--- src/rtl/mem_stage_pkg.sv ---
// Shared definitions for the MEM stage: bus widths, bus layout, load/store codes
// and stall polarity.
package mem_stage_pkg;

  localparam int EX_TO_MEM_WD = 80;
  localparam int MEM_TO_WB_WD = 70;
  localparam int MEM_TO_ID_WD = 38;
  localparam int HILO_WD      = 66;
  localparam int STALL_WD     = 6;
  localparam int DATA_W       = 32;

  localparam logic STOP    = 1'b1;
  localparam logic NO_STOP = 1'b0;

  typedef enum logic [3:0] {
    LD_W  = 4'b0000,
    LD_B  = 4'b0001,
    LD_BU = 4'b0010,
    LD_H  = 4'b0011,
    LD_HU = 4'b0100,
    ST_B  = 4'b0101,
    ST_H  = 4'b0111
  } load_code_e;

  typedef struct packed {
    logic [31:0]       pc;
    logic              ram_en;
    logic [3:0]        ram_wen;
    logic              sel_rf_res;
    logic              rf_we;
    logic [4:0]        rf_waddr;
    logic [DATA_W-1:0] ex_result;
    logic [3:0]        ram_read;
  } ex_to_mem_t;

  function automatic logic is_load(input ex_to_mem_t ex);
    return ex.ram_en & ~|ex.ram_wen;
  endfunction

endpackage

--- src/rtl/mem_stage_load_align.sv ---
// Combinational load alignment: picks the addressed byte/half of an SRAM word
// and sign- or zero-extends it according to the load code.
module mem_stage_load_align
  import mem_stage_pkg::*;
(
  input  logic [3:0]        ram_read,
  input  logic [1:0]        addr,
  input  logic [DATA_W-1:0] word,
  output logic [DATA_W-1:0] result
);

  logic signed [7:0]  byte_sel;
  logic signed [15:0] half_sel;

  always_comb begin
    byte_sel = word[{addr, 3'b000} +: 8];
    half_sel = addr[1] ? word[31:16] : word[15:0];
    result   = word;
    case (ram_read)
      LD_B:    result = DATA_W'(byte_sel);
      LD_BU:   result = {24'b0, byte_sel};
      LD_H:    result = DATA_W'(half_sel);
      LD_HU:   result = {16'b0, half_sel};
      default: result = word;
    endcase
  end

endmodule

--- src/rtl/mem_stage.sv ---
// MEM pipeline stage: registers the EX result and HI/LO bundles, holds SRAM
// read data across stalls and forms the writeback/forwarding buses.
module mem_stage
  import mem_stage_pkg::*;
(
  input  logic                    clk,
  input  logic                    resetn,
  input  logic [STALL_WD-1:0]     stall,
  input  logic [EX_TO_MEM_WD-1:0] ex_to_mem_bus,
  input  logic [HILO_WD-1:0]      ex_to_mem_hilo,
  input  logic [DATA_W-1:0]       data_sram_rdata,
  output logic [MEM_TO_WB_WD-1:0] mem_to_wb_bus,
  output logic [MEM_TO_ID_WD-1:0] mem_to_id_bus,
  output logic [HILO_WD-1:0]      mem_to_wb_hilo,
  output logic [HILO_WD-1:0]      mem_to_id_hilo,
  output logic                    mem_is_load
);

  ex_to_mem_t         ex_p0;
  logic [HILO_WD-1:0] hilo_p0;
  logic               vld_p0;
  logic               hold_vld_p0;
  logic [DATA_W-1:0]  hold_data_p0;

  logic              advance;
  logic              bubble;
  logic [DATA_W-1:0] rdata_sel;
  logic [DATA_W-1:0] load_data;
  logic [DATA_W-1:0] rf_wdata;
  logic              unused_stall;

  assign advance      = (stall[4] == NO_STOP);
  assign bubble       = (stall[3] == STOP) && advance;
  assign unused_stall = ^{stall[5], stall[2:0]};

  // EX -> MEM input register
  always_ff @(posedge clk or negedge resetn) begin
    if (!resetn) begin
      ex_p0   <= '0;
      hilo_p0 <= '0;
      vld_p0  <= 1'b0;
    end else if (bubble) begin
      ex_p0   <= '0;
      hilo_p0 <= '0;
      vld_p0  <= 1'b0;
    end else if (advance) begin
      ex_p0   <= ex_to_mem_t'(ex_to_mem_bus);
      hilo_p0 <= ex_to_mem_hilo;
      vld_p0  <= 1'b1;
    end
  end

  // The SRAM only presents its word for one cycle; keep the first one seen
  // while the stage is stalled so the load result survives the stall.
  always_ff @(posedge clk or negedge resetn) begin
    if (!resetn) begin
      hold_vld_p0  <= 1'b0;
      hold_data_p0 <= '0;
    end else if (advance) begin
      hold_vld_p0  <= 1'b0;
    end else if (vld_p0 && !hold_vld_p0) begin
      hold_vld_p0  <= 1'b1;
      hold_data_p0 <= data_sram_rdata;
    end
  end

  assign rdata_sel = hold_vld_p0 ? hold_data_p0 : data_sram_rdata;

  mem_stage_load_align u_load_align (
    .ram_read (ex_p0.ram_read),
    .addr     (ex_p0.ex_result[1:0]),
    .word     (rdata_sel),
    .result   (load_data)
  );

  assign rf_wdata       = ex_p0.sel_rf_res ? load_data : ex_p0.ex_result;
  assign mem_to_wb_bus  = {ex_p0.pc, ex_p0.rf_we, ex_p0.rf_waddr, rf_wdata};
  assign mem_to_id_bus  = {ex_p0.rf_we, ex_p0.rf_waddr, rf_wdata};
  assign mem_to_wb_hilo = hilo_p0;
  assign mem_to_id_hilo = hilo_p0;
  assign mem_is_load    = is_load(ex_p0);

endmodule
--- config.mk ---
export PLATFORM = sky130hd
export DESIGN_NAME = mem_stage
export DESIGN_NICKNAME = d
export VERILOG_FILES = /design/src/rtl/mem_stage_pkg.sv /design/src/rtl/mem_stage_load_align.sv /design/src/rtl/mem_stage.sv
export SDC_FILE = /design/constraint.sdc
export NUM_CORES = 1
export LEC_CHECK = 0
export CORE_AREA = 2 2 164 166
export DETAILED_ROUTE_END_ITERATION = 10
export DIE_AREA = 0 0 166 168
export PLACE_DENSITY = 0.71
export SLEW_MARGIN = 0
export SYNTH_ARGS = -nofsm -noshare
export SYNTH_HDL_FRONTEND = slang
export SYNTH_SLANG_ARGS = --single-unit
--- constraint.sdc ---
create_clock -name clk -period 1.95 [get_ports clk]
set_clock_uncertainty 0.05 [all_clocks]
set_input_delay 0.195 -clock clk [delete_from_list [all_inputs] [get_ports clk]]
set_output_delay 0.195 -clock clk [all_outputs]
set_load 0.03 [all_outputs]
==> run summary, run 1 <==
endpoints failing hold -> 0
ranking of synthesized cells by area -> dfrtp_1, a22o_1, buf_4
Max Cap Viol -> 0
dominant synthesized flop cell -> dfrtp_1
CTS H-tree depth -> 4
Tcrit/Tclk final -> 1.34
Avg Synthesized Cell Area -> 11.8 µm²
Hold Path Class -> input port to flop
register area share after synthesis -> 0.498
CP Data Arrival Time -> 2360 ps
Skew-Pair Late Insertion Delay -> 420 ps
clock sink count -> 180
CTS max path bufs -> 2
Die X -> 166 µm
worst-margin pin slew -> 561 ps
IO Port Bufs -> 422
Post-DP HPWL -> 23.1 mm
first-pass GRT wire length -> 46.9 mm
Final Cell Area -> 14600 µm²
ANT nets after route -> 0
Worst Hold Path EP -> mem_to_id_hilo[64]
Clock transition at path regs -> 80 ps
overall routing resource usage -> 0.220
Max FO, Critical Path -> 5
Peak Freq -> 0.383 GHz
die area -> 27900 µm²
total grt overflow -> 0
post-synth cell types -> 47
top cells by count, synth -> dfrtp_1, buf_4, a22o_1
vias per std cell -> 5.04
min Tclk post-route -> 2610 ps
wire per inst -> 21.2 µm
count leader, synth -> dfrtp_1
WP data required -> 1700 ps
WHS Path Cells -> 2
area grow syn2layout -> 61.8%
CP Class -> flop to primary output
R2R Path End -> hold_data_p0[31]
Pleak -> 6.26 nW
Root Driver -> clkbuf_16
Synth top area share -> 0.498
initial antenna violation count -> 3
#FFs+latches synth -> 180
Setup crit end kind -> primary output
share of layout cells above drive strength 1 -> 0.291
via count -> 7434
Worst Setup SP -> hold_vld_p0
pwr/cell area -> 849 nW/µm²
vias in the first global route -> 7713
setup violators final -> 64
CTS tree -> done
reg2reg start -> hold_vld_p0
Total Routed Length -> 31.2 mm
synthesized area -> 9040 µm²
largest net degree at the start of global routing -> 88
total CTS buffers -> 17
final setup margin -> -660 ps
# IOs -> 427
RSZ-0062 raised after global routing -> yes
Yosys warning total -> 0
Mapped Nets -> 954
hold_sp -> stall[4]
largest family of logic cells by synthesized area -> compound AO/OA/AOI/OAI gates
violated checks -> setup timing
Worst VDD drop -> 0.398 mV
Slew headroom -> 0.626
Core Region -> 26400 µm²
nets -> 1303
DR DRC count -> 0
pre-CTS setup slack -> -747 ps
Synth area leader -> dfrtp_1
status -> finished with violations
# rows -> 60
RePlAce Congestion -> 0.868
type of origin of the critical path -> flop
DP Area -> 13600 µm²
Post-synth EDFFs -> 0
fin. max-slew vios -> 0
Post-Synth Adder-Cell Area -> 0
Synth Area in Simple Gates -> 0.0486
die height -> 168 µm
compound-cell area share of the yosys netlist -> 0.188
Iteration-0 DRC Markers -> 429
DRT Pass-1 Iters -> 4
multiplexer area fraction after synthesis -> 0.114
Initial Utilization -> 0.343
FF-to-FF path depth -> 5
xor/xnor share of the synthesized area -> 0.00194
Synth Instances -> 768
R2R setup slack -> 280 ps
fraction of registers with async set or reset after synthesis -> 1.00
[flip-flops by register name, summed over array words and instances (netlist names)]
| name | cells |
|---|---|
| vld_p0 | 1 |
| mem_to_id_hilo | 66 |
| hold_vld_p0 | 1 |
| ex_p0 | 42 |
| mem_to_wb_bus | 32 |
| mem_to_id_bus | 6 |
| hold_data_p0 | 32 |
[routing by layer]
| metal | vias to the layer above | wire [µm] | GRT usage |
|---|---|---|---|
| li1 | 3374 | - | - |
| met1 | 3712 | 12800 | 0.283 |
| met2 | 305 | 15000 | 0.352 |
| met3 | 43 | 2500 | 0.0642 |
| met4 | 0 | 874 | 0.0802 |
| met5 | - | 0 | 0 |
[cell type report]
type,instances,area [µm²]
fillers,2225,11700
repair buffers,532,5340
flip-flops and latches,180,4510
multi-input cells,384,3730
clock buffers,18,439
well taps,341,427
clock inverters,14,166
inverters,2,7.51
diodes,3,7.51
[power breakdown]
part / total (mW) / internal, mW / switching, mW / leakage [nW]
registers: 4.45 / 4.14 / 0.315 / 2.30
logic: 4.47 / 2.18 / 2.29 / 3.67
clock network: 3.49 / 1.76 / 1.73 / 0.291
total: 12.4 / 8.08 / 4.34 / 6.26
[through the flow]
stage	hold WS (ps)	cells	TNS [ps]	total power [mW]	util
floorplan	-151	768	-6880	7.09	-
global route	208	1472	-44740	13.0	0.555
global placement	162	1421	-39030	8.69	0.515
finish	224	1474	-39100	12.4	0.555
detailed placement	164	1421	-40260	8.74	0.515
CTS	200	1466	-40340	12.4	0.549
[kinds of logic after synthesis]
| family | Yosys count |
|---|---|
| AND/OR/NAND/NOR | 97 |
| multiplexers | 79 |
| XOR/XNOR | 2 |
| flip-flops | 180 |
| buffers and inverters | 204 |
| AO/OA/AOI/OAI | 206 |
[cells in the final DEF, fill, tap and decap left out, drive strengths merged, types with 12 or more instances in the layout]
| cell | n |
|---|---|
| a22o | 146 |
| a21oi | 14 |
| clkbuf | 20 |
| mux4 | 12 |
| mux2i | 17 |
| dfrtp | 180 |
| clkdlybuf4s50 | 353 |
| a31oi | 17 |
| buf | 175 |
| nand2 | 39 |
| mux2 | 50 |
| nor2 | 33 |
[worst max-delay path, stage by stage, from the launching register on]
cell and delay (ps):
dfrtp_2 390, buf_6 130, mux4_2 550, mux2_4 290, nand3_4 140, buf_12 160, a31oi_4 110, buf_6 170
[how the worst max path moves through the flow]
stage | endpoint | slack (ps) | cells after the start
floorplan | mem_to_wb_bus[21] | -290 | 7
global placement | mem_to_id_bus[19] | -730 | 7
detailed placement | mem_to_id_bus[19] | -750 | 7
CTS | mem_to_wb_bus[18] | -690 | 7
global route | mem_to_wb_bus[20] | -750 | 7
finish | mem_to_id_bus[20] | -660 | 7
[timing repair]
item	in CTS	in global routing
buffers inserted	12	5
setup endpoints to repair	65	66
pin swaps	22	11
gates resized for setup	412	29
hold buffers	1	0
hold endpoints to repair	47	0
Power figures use the tool's default switching activity.
==> run 2: changes to the inputs <==
--- a/config.mk
+++ b/config.mk
@@ -8,7 +8,7 @@
 export CORE_AREA = 2 2 164 166
 export DETAILED_ROUTE_END_ITERATION = 10
 export DIE_AREA = 0 0 166 168
-export PLACE_DENSITY = 0.71
+export PLACE_DENSITY_LB_ADDON = 0.15
 export SLEW_MARGIN = 0
 export SYNTH_ARGS = -nofsm -noshare
 export SYNTH_HDL_FRONTEND = slang
==> run summary, run 2 (same netlist as run 1, synthesis figures left out) <==
status -> finished with violations
violated checks -> setup timing
DRT Pass-1 Iters -> 4 (unchanged)
fin cells -> 1492 (+1.2%)
# IOs -> 427 (unchanged)
wire per inst -> 21.1 µm (-0.42%)
Total Routed Length -> 31.4 mm (+0.80%)
most frequent cells in the layout -> clkdlybuf4s50_1, dfrtp_1, a22o_1
pwr/cell area -> 844 nW/µm² (-0.55%)
area grow syn2layout -> 64.4%
via count -> 7387 (-0.63%)
largest net degree at the start of global routing -> 78 (-11%)
setup violators final -> 64 (unchanged)
Iteration-0 DRC Markers -> 376 (-12%)
share of layout cells above drive strength 1 -> 0.305 (+0.0135)
fin. max-slew vios -> 0 (unchanged)
Largest register FFs -> 66 (unchanged)
Peak Freq -> 0.360 GHz (-6.1%)
# rows -> 60 (unchanged)
worst-margin pin slew -> 714 ps (+154 ps)
RSZ-0062 raised after global routing -> yes
endpoints failing hold -> 0 (unchanged)
final setup margin -> -830 ps (-170 ps)
DR DRC count -> 0 (unchanged)
RePlAce Congestion -> 0.835 (-3.8%)
Max FO, Critical Path -> 5 (unchanged)
CTS tree -> done
FF-to-FF path depth -> 7 (+2)
Post-DP HPWL -> 23.5 mm (+1.8%)
CP Data Arrival Time -> 2540 ps (+180 ps)
overall routing resource usage -> 0.221 (+0.00123)
Root Driver -> clkbuf_16
total grt overflow -> 0 (unchanged)
total CTS buffers -> 17 (unchanged)
dpl cells -> 1424 (+0.21%)
clock sink count -> 180 (unchanged)
Hold Path Class -> input port to flop
IO Port Bufs -> 422 (unchanged)
vias in the first global route -> 7594 (-1.5%)
CTS max path bufs -> 2 (unchanged)
Clock transition at path regs -> 70 ps (about the same)
ANT nets after route -> 0 (unchanged)
Initial Utilization -> 0.343 (unchanged)
Slew headroom -> 0.524 (-0.102)
Skew-Pair Late Insertion Delay -> 420 ps (about the same)
Tcrit/Tclk final -> 1.43 (+0.0873)
die height -> 168 µm (unchanged)
initial antenna violation count -> 2 (-1)
Setup crit end kind -> primary output
hold slack -> 56.8 ps (-167 ps)
WP data required -> 1700 ps (about the same)
Core Region -> 26400 µm² (unchanged)
Die X -> 166 µm (unchanged)
Pleak -> 6.39 nW (+2.0%)
Worst VDD drop -> 0.505 mV (+27%)
min Tclk post-route -> 2780 ps (+170 ps)
type of origin of the critical path -> flop
most common cell after layout, fill and taps aside -> clkdlybuf4s50_1
power consumption -> 12.6 mW (+1.1%)
WHS Path Cells -> 2 (unchanged)
vias per std cell -> 4.95 (-1.8%)
first-pass GRT wire length -> 47.0 mm (+0.22%)
Max Cap Viol -> 0 (unchanged)
nets -> 1322 (+1.5%)
CTS H-tree depth -> 4 (unchanged)
die area -> 27900 µm² (unchanged)
post-route core utilization -> 0.564 (+0.00907)
CP Class -> flop to primary output
run 2: worst paths after layout:
| check | slack [ps] | endpoint | from |
|---|---|---|---|
| min in group asynchronous | 200 | ex_p0[14] | resetn |
| max in group asynchronous | 960 | hold_vld_p0 | resetn |
| max reg2reg | 50 | hold_data_p0[7] | hold_vld_p0 |
| min reg2reg | 450 | hold_data_p0[17] | hold_data_p0[17] |
| max | -830 | mem_to_wb_bus[30] | hold_vld_p0 |
| min | 60 | ex_p0[5] | stall[4] |
run 2: critical path, stage by stage, from the launching register on:
cell     delay (ps)
dfrtp_2         420
buf_6           120
mux4_2          550
mux2_4          310
nand3_4         130
buf_12          160
buf_8           120
a31oi_4         130
buf_6           170
run 2: stage by stage:
stage | cell area, µm² | worst slack (ps) | TNS (ps)
final | 14900 | -830 | -44610
after global routing | 14900 | -883 | -49040
after CTS | 14700 | -842 | -46150
after detailed placement | 13600 | -762 | -39050
after global placement | 13600 | -752 | -38050
after floorplan | 9550 | -287 | -6880
run 2: layout make-up:
| cell class | count | area [µm²] |
|---|---|---|
| Fill cell | 2242 | 11500 |
| Timing Repair Buffer | 551 | 5590 |
| Sequential cell | 180 | 4510 |
| Multi-Input combinational cell | 384 | 3720 |
| Clock buffer | 19 | 443 |
| Tap cell | 341 | 427 |
| Clock inverter | 13 | 160 |
| Inverter | 2 | 7.51 |
| Antenna cell | 2 | 5.00 |
run 2: power breakdown:
group          switching (mW)  total, mW  leakage [nW]  internal [mW]
Combinational            2.32       4.56          3.79           2.25
Clock                    1.68       3.55         0.296           1.87
Sequential              0.294       4.43          2.30           4.14
run 2: per-layer routing:
metal | vias to the layer above | share of wire | GRT usage
met5 | - | 0.00041 | 0
met4 | 2 | 0.022 | 0.0677
met3 | 31 | 0.069 | 0.0672
met2 | 263 | 0.49 | 0.367
met1 | 3677 | 0.42 | 0.278
li1 | 3414 | - | -
run 2: timing repair:
item,CTS,global route
endpoints found under the hold margin,38,0
hold buffers,1,0
gates resized for setup,356,44
setup buffers,22,12
setup endpoints to repair,65,66
pin swaps,18,5
cloned,2,0
==> run 3: changes to the inputs <==
--- a/config.mk
+++ b/config.mk
@@ -5,6 +5,7 @@
 export SDC_FILE = /design/constraint.sdc
 export NUM_CORES = 1
 export LEC_CHECK = 0
+export ABC_CLOCK_PERIOD_IN_PS = 1950
 export CORE_AREA = 2 2 164 166
 export DETAILED_ROUTE_END_ITERATION = 10
 export DIE_AREA = 0 0 166 168
==> results of run 3 <==
Same layout as run 2: the final DEF is identical, and so are final timing and power.
